===== src/rtl/synth_pkg.sv =====
// rtl/synth_pkg.sv - shared oscillator types, default widths and constants
package synth_pkg;

  typedef enum logic [1:0] {
    SQUARE = 2'd0,
    PULSE  = 2'd1,
    SAW    = 2'd2,
    TRI    = 2'd3
  } osc_mode_e;

  localparam int DEF_PHASE_W = 24;
  localparam int DEF_OUT_W   = 16;
  localparam int DEF_DUTY_W  = 8;

  // Tick reference used when converting a frequency into a phase increment.
  localparam int REF_CLK_HZ  = 1_000_000;

  function automatic int sample_max(input int w);
    return (1 << (w - 1)) - 1;
  endfunction

endpackage


===== src/rtl/osc_shaper.sv =====
// rtl/osc_shaper.sv - combinational phase-to-sample waveform shaper
module osc_shaper
  import synth_pkg::*;
#(
  parameter int OUT_W  = DEF_OUT_W,
  parameter int DUTY_W = DEF_DUTY_W
) (
  input  logic [OUT_W-1:0]        u_i,
  input  osc_mode_e               mode_i,
  input  logic [DUTY_W-1:0]       duty_i,
  output logic signed [OUT_W-1:0] sample_o
);

  localparam logic signed [OUT_W-1:0] MAX  = OUT_W'(sample_max(OUT_W));
  localparam logic [OUT_W-1:0]        HALF = {1'b1, {(OUT_W-1){1'b0}}};

  logic [DUTY_W-1:0] d;
  logic [OUT_W-2:0]  t;

  always_comb begin
    d        = u_i[OUT_W-1 -: DUTY_W];
    t        = u_i[OUT_W-1] ? ~u_i[OUT_W-2:0] : u_i[OUT_W-2:0];
    sample_o = '0;
    case (mode_i)
      SQUARE:  sample_o = u_i[OUT_W-1] ? -MAX : MAX;
      PULSE:   sample_o = (d < duty_i) ? MAX : -MAX;
      SAW:     sample_o = {~u_i[OUT_W-1], u_i[OUT_W-2:0]};
      default: sample_o = {t, 1'b0} - HALF;
    endcase
  end

endmodule


===== src/rtl/osc_multi.sv =====
// rtl/osc_multi.sv - phase-accumulator oscillator with wrap-synchronous config apply
module osc_multi
  import synth_pkg::*;
#(
  parameter int PHASE_W = DEF_PHASE_W,
  parameter int OUT_W   = DEF_OUT_W,
  parameter int DUTY_W  = DEF_DUTY_W
) (
  input  logic                    clk,
  input  logic                    rst_n,
  input  logic                    tick,
  input  logic                    sync,
  input  logic                    cfg_valid,
  output logic                    cfg_ready,
  input  logic [PHASE_W-1:0]      cfg_inc,
  input  logic [1:0]              cfg_mode,
  input  logic [DUTY_W-1:0]       cfg_duty,
  output logic signed [OUT_W-1:0] sample,
  output logic                    sample_valid,
  output logic                    wrap
);

  logic [PHASE_W-1:0]      phase_q, phase_d, inc_q, inc_d;
  osc_mode_e               mode_q, mode_d;
  logic [DUTY_W-1:0]       duty_q, duty_d;
  logic                    pend_valid_q, pend_valid_d;
  logic [PHASE_W-1:0]      pend_inc_q, pend_inc_d;
  osc_mode_e               pend_mode_q, pend_mode_d;
  logic [DUTY_W-1:0]       pend_duty_q, pend_duty_d;
  logic signed [OUT_W-1:0] sample_q, sample_d;
  logic                    sample_valid_q, sample_valid_d;
  logic                    wrap_q, wrap_d;

  logic                    carry;
  logic [PHASE_W-1:0]      sum, phase_n;
  logic                    apply;
  logic signed [OUT_W-1:0] shaped;

  // Shaping uses the active (pre-apply) mode/duty; new values take effect next step.
  osc_shaper #(
    .OUT_W  (OUT_W),
    .DUTY_W (DUTY_W)
  ) u_shaper (
    .u_i      (phase_n[PHASE_W-1 -: OUT_W]),
    .mode_i   (mode_q),
    .duty_i   (duty_q),
    .sample_o (shaped)
  );

  assign cfg_ready    = ~pend_valid_q;
  assign sample       = sample_q;
  assign sample_valid = sample_valid_q;
  assign wrap         = wrap_q;

  always_comb begin
    {carry, sum} = {1'b0, phase_q} + {1'b0, inc_q};
    phase_n      = sync ? '0 : sum;
    // A stopped oscillator never wraps, so it takes the pending slot immediately.
    apply        = pend_valid_q && (sync || (tick && carry) || (inc_q == '0));

    phase_d        = phase_q;
    inc_d          = inc_q;
    mode_d         = mode_q;
    duty_d         = duty_q;
    pend_valid_d   = pend_valid_q;
    pend_inc_d     = pend_inc_q;
    pend_mode_d    = pend_mode_q;
    pend_duty_d    = pend_duty_q;
    sample_d       = sample_q;
    sample_valid_d = 1'b0;
    wrap_d         = 1'b0;

    if (sync || tick) begin
      phase_d        = phase_n;
      sample_d       = shaped;
      sample_valid_d = 1'b1;
      wrap_d         = sync | carry;
    end

    if (apply) begin
      inc_d        = pend_inc_q;
      mode_d       = pend_mode_q;
      duty_d       = pend_duty_q;
      pend_valid_d = 1'b0;
    end else if (cfg_valid && cfg_ready) begin
      pend_inc_d   = cfg_inc;
      pend_mode_d  = osc_mode_e'(cfg_mode);
      pend_duty_d  = cfg_duty;
      pend_valid_d = 1'b1;
    end
  end

  always_ff @(posedge clk) begin
    if (!rst_n) begin
      phase_q        <= '0;
      inc_q          <= '0;
      mode_q         <= SQUARE;
      duty_q         <= {1'b1, {(DUTY_W-1){1'b0}}};
      pend_valid_q   <= 1'b0;
      pend_inc_q     <= '0;
      pend_mode_q    <= SQUARE;
      pend_duty_q    <= '0;
      sample_q       <= '0;
      sample_valid_q <= 1'b0;
      wrap_q         <= 1'b0;
    end else begin
      phase_q        <= phase_d;
      inc_q          <= inc_d;
      mode_q         <= mode_d;
      duty_q         <= duty_d;
      pend_valid_q   <= pend_valid_d;
      pend_inc_q     <= pend_inc_d;
      pend_mode_q    <= pend_mode_d;
      pend_duty_q    <= pend_duty_d;
      sample_q       <= sample_d;
      sample_valid_q <= sample_valid_d;
      wrap_q         <= wrap_d;
    end
  end

endmodule


===== config.mk =====
export PLATFORM = sky130hd
export DESIGN_NAME = osc_multi
export DESIGN_NICKNAME = d
export VERILOG_FILES = /design/src/rtl/synth_pkg.sv /design/src/rtl/osc_shaper.sv /design/src/rtl/osc_multi.sv
export SDC_FILE = /design/constraint.sdc
export NUM_CORES = 1
export LEC_CHECK = 0
export BUFFER_PORTS_ARGS = -buffer_cell sky130_fd_sc_hd__buf_2
export CORE_MARGIN = 5
export CORE_UTILIZATION = 64
export CTS_CLUSTER_SIZE = 14
export DETAILED_ROUTE_END_ITERATION = 10
export PLACE_DENSITY = 0.81
export RECOVER_POWER = 25
export SYNTH_ARGS = -nofsm -noshare
export SYNTH_HDL_FRONTEND = slang
export SYNTH_SLANG_ARGS = --single-unit

===== constraint.sdc =====
create_clock -name clk -period 9.6 [get_ports clk]
set_input_delay 1.44 -clock clk [delete_from_list [all_inputs] [get_ports clk]]
set_output_delay 1.44 -clock clk [all_outputs]
set_load 0.005 [all_outputs]

==> impl_metrics.toml <==
[synth]
number_of_storage_elements_in_the_synthesis_netlist = 111
synth_top_area_cell = "dfxtp_1"
top_post_synthesis_cells_by_count = "nand2_1 (122), dfxtp_1 (111), a21oi_1 (72)"
postSynthNetCount = 785
synth_warnings = 0
netlist_instances = 714
synthMostInstantiatedCell = "nand2_1"
synthDistinctLibCells = 75
ys_top_cells_by_area = "dfxtp_1 (37%), nand2_1 (7.7%), ha_1 (6.5%)"
synth_sequential_area_ratio = 0.3748
synthArstFlopShare = 0
synth.avg_cell_area_um2 = 8.303
synth_largest_type_area_fraction = 0.3748
mapped_area_mm2 = 0.005928
count_of_flip_flops_with_a_built_in_enable_after_synthesis = 0
predominant_post_synthesis_flop_cell = "dfxtp_1"

[clocking]
clock_tree.htree_level_count = 3
clkLatencyLatePin_ns = 0.38
clockBufferDepth = 2
cts.root.buffer_cell = "clkbuf_8"
post_cts.resized_instances = 0
clk_transition_reported_paths_ns = 0.11
cts.repair_timing.setup_buffer_count = 0
postCtsHoldBufs = 0
tritoncts_clock_tree = "built"
cts_made_buffers = 9
clock_sink_count = 111

[global_route]
grt_max_degree = 73
grt_util_met2 = 0.4195
top_usage_layer = "met2"
grtUsageTotal = 0.2646
use_met1 = 0.3712
met3_usage = 0.03947
number_of_global_route_vias_before_repair = 4942
antenna_found_initial = 0
grt_pass1_wl_um = 24430
grt_remaining_overflow = 0

[timing]
fin_tns_setup_ns = 0
finalClockSkew_ns = 0.01861
post-route-min-period_ns = 5.398
max_freq_ghz = 0.1852
timing.max_slew.rel_slack = -0.4752
layout_worst_path_cycle_share = 0.5623
worstMarginPinSlew_ns = 2.208
grt_setup_unrepaired = "no"
final.hold.worst_slack_ns = 0.4612
timing.final.setup_violations = 0
hold_violations = 0
slew_limit_fails = 36

[die]
dieArea_mm2 = 0.01129
row_count = 35
initial_core_utilization = 0.6477
die_width_um = 106.2
num_io_pins = 58
die_h_um = 106.2
design.core.area_mm2 = 0.009153

[critical_path]
kind_of_cell_adding_the_most_delay_to_the_critical_path = "buffers and inverters"
cp.required_ns = 9.88
timing.critical_path.from_type = "input port"
critical_path_sink_type = "register"
critical-path-slowest-cell = "clkbuf_1"
combined_buffer_and_inverter_count_along_the_critical_path = 3
arrival_time_at_the_worst_endpoint_ns = 5.67
crit_path_cell_trace = "clkbuf_1, clkinv_1, nand3_1, clkinv_1, ha_1, and4_1, o21ai_0, nand4b_1, a41oi_1, o21ai_1, nand2_1, o221a_1"
setup_crit_path_kind = "input port to register"
path_max_fanout = 26
cp_max_stage_delay_ns = 0.88
critPathMostFrequentCell = "clkinv_1"

[placed_design]
post_detailed_placement_half_perimeter_wirelength_um = 11030
gp_congestion = 0.9587
cell_count_post_placement = 846
port-buffer-count = 57

[cells_and_area]
filler_cell_count = 744
final_cell_count_no_fill = 862
flow.area_growth_from_synthesis_pct = 7.408
insertedDiodeCount = 0
drive_above_1_share = 0.1052
final_nets = 817

[route]
detail_route.first_pass.iterations = 5
avgRoutedWirePerCell_um = 17.07
ant_nets = 0
totalWireLength_um = 14720
via_count = 5344
initial_drc_count = 346
post_drt_via_cell_ratio = 6.200
drc = 0

[power]
design_power_total_uw = 928.5
cellPowerDensity_mw_per_mm2 = 145.8
leakagePower_nw = 2.603
ir_worst_vdd_v = 0.0001167

[outcome]
violations = "capacitance limit, slew limit"
run_status = "complete, but fails checks"

[worst_hold_path]
min-delay-path-class = "register to register"

[flow_run]
timing.max_cap.violations = 1
## routing by layer
metal  share of wire  vias to the layer above
li1                -                     2611
met1            0.45                     2495
met2            0.44                      216
met3           0.081                       22
met4           0.022                        0
met5               0                        -
## cell usage in the layout, fill, tap and decap left out, drive strengths merged, types with 10 or more instances in the layout
cell	n
o21ai	29
a21oi	75
mux2i	36
xor2	10
dfxtp	111
nor3	11
xnor2	18
ha	31
clkbuf	25
inv	24
nand2	122
buf	43
nor2	71
## stage by stage
| stage | util | setup slack (ns) | cell area, um2 |
|---|---|---|---|
| after floorplan | - | 5.253 | 5928 |
| after global placement | 0.6759 | 4.907 | 6186 |
| after detailed placement | 0.6759 | 4.614 | 6186 |
| after CTS | 0.6982 | 4.839 | 6390 |
| after global routing | 0.6957 | 3.944 | 6367 |
| final | 0.6957 | 4.202 | 6367 |
## worst paths after layout
kind         startpoint        end  slack, ns  depth (start not counted)
max                sync  sample[8]       4.20                         12
min           sample[1]  sample[1]       0.46                          1
max reg2reg    inc_q[8]  sample[4]       4.75                         18
min reg2reg   sample[1]  sample[1]       0.46                          1
## where the power goes
| group | internal [mW] | total, mW | switching [mW] |
|---|---|---|---|
| clock | 0.104 | 0.284 | 0.180 |
| sequential | 0.485 | 0.502 | 0.0170 |
| combinational | 0.0577 | 0.143 | 0.0852 |
| total | 0.646 | 0.928 | 0.282 |
## final cells by class
class	count	area (um2)	area share
clock buffer	9	123.9	0.01945
clock inverter	7	80.08	0.01258
inverter	23	86.33	0.01356
multi-input combinational	542	3436	0.5396
sequential	111	2222	0.3490
tap	111	138.9	0.02181
timing repair buffer	59	280.3	0.04402
## cell families (layout without fill, tap and decap cells)
logic type,after synthesis,count (layout),synth area share
AND/OR/NAND/NOR,262,262,0.2039
adder cells (fa/ha/maj),32,32,0.06881
flip-flops,111,111,0.3748
XOR/XNOR,28,28,0.04137
multiplexers,39,39,0.06648
AO/OA/AOI/OAI,181,181,0.1990
buffers and inverters,61,98,0.04559
## registers in the layout, indices dropped and copies added (netlist names)
register	count
pend_duty_q	8
sample	16
phase_q	24
duty_q	8
wrap	1
inc_q	24
mode_q	2
pend_inc_q	24
pend_mode_q	2
pend_valid_q	1
sample_valid	1
## worst reg2reg max path: cells and delay by family, from the launching register on
kind	cells	cell delay, ns
adders and majority gates	2	0.66
muxes	1	0.29
AOI/OAI and AO/OA	11	2.53
and+or+nand+nor	3	0.79
buffers and inverters	1	0.15
DFF	1	0.36
No activity file was read; power rests on OpenSTA's default activity.
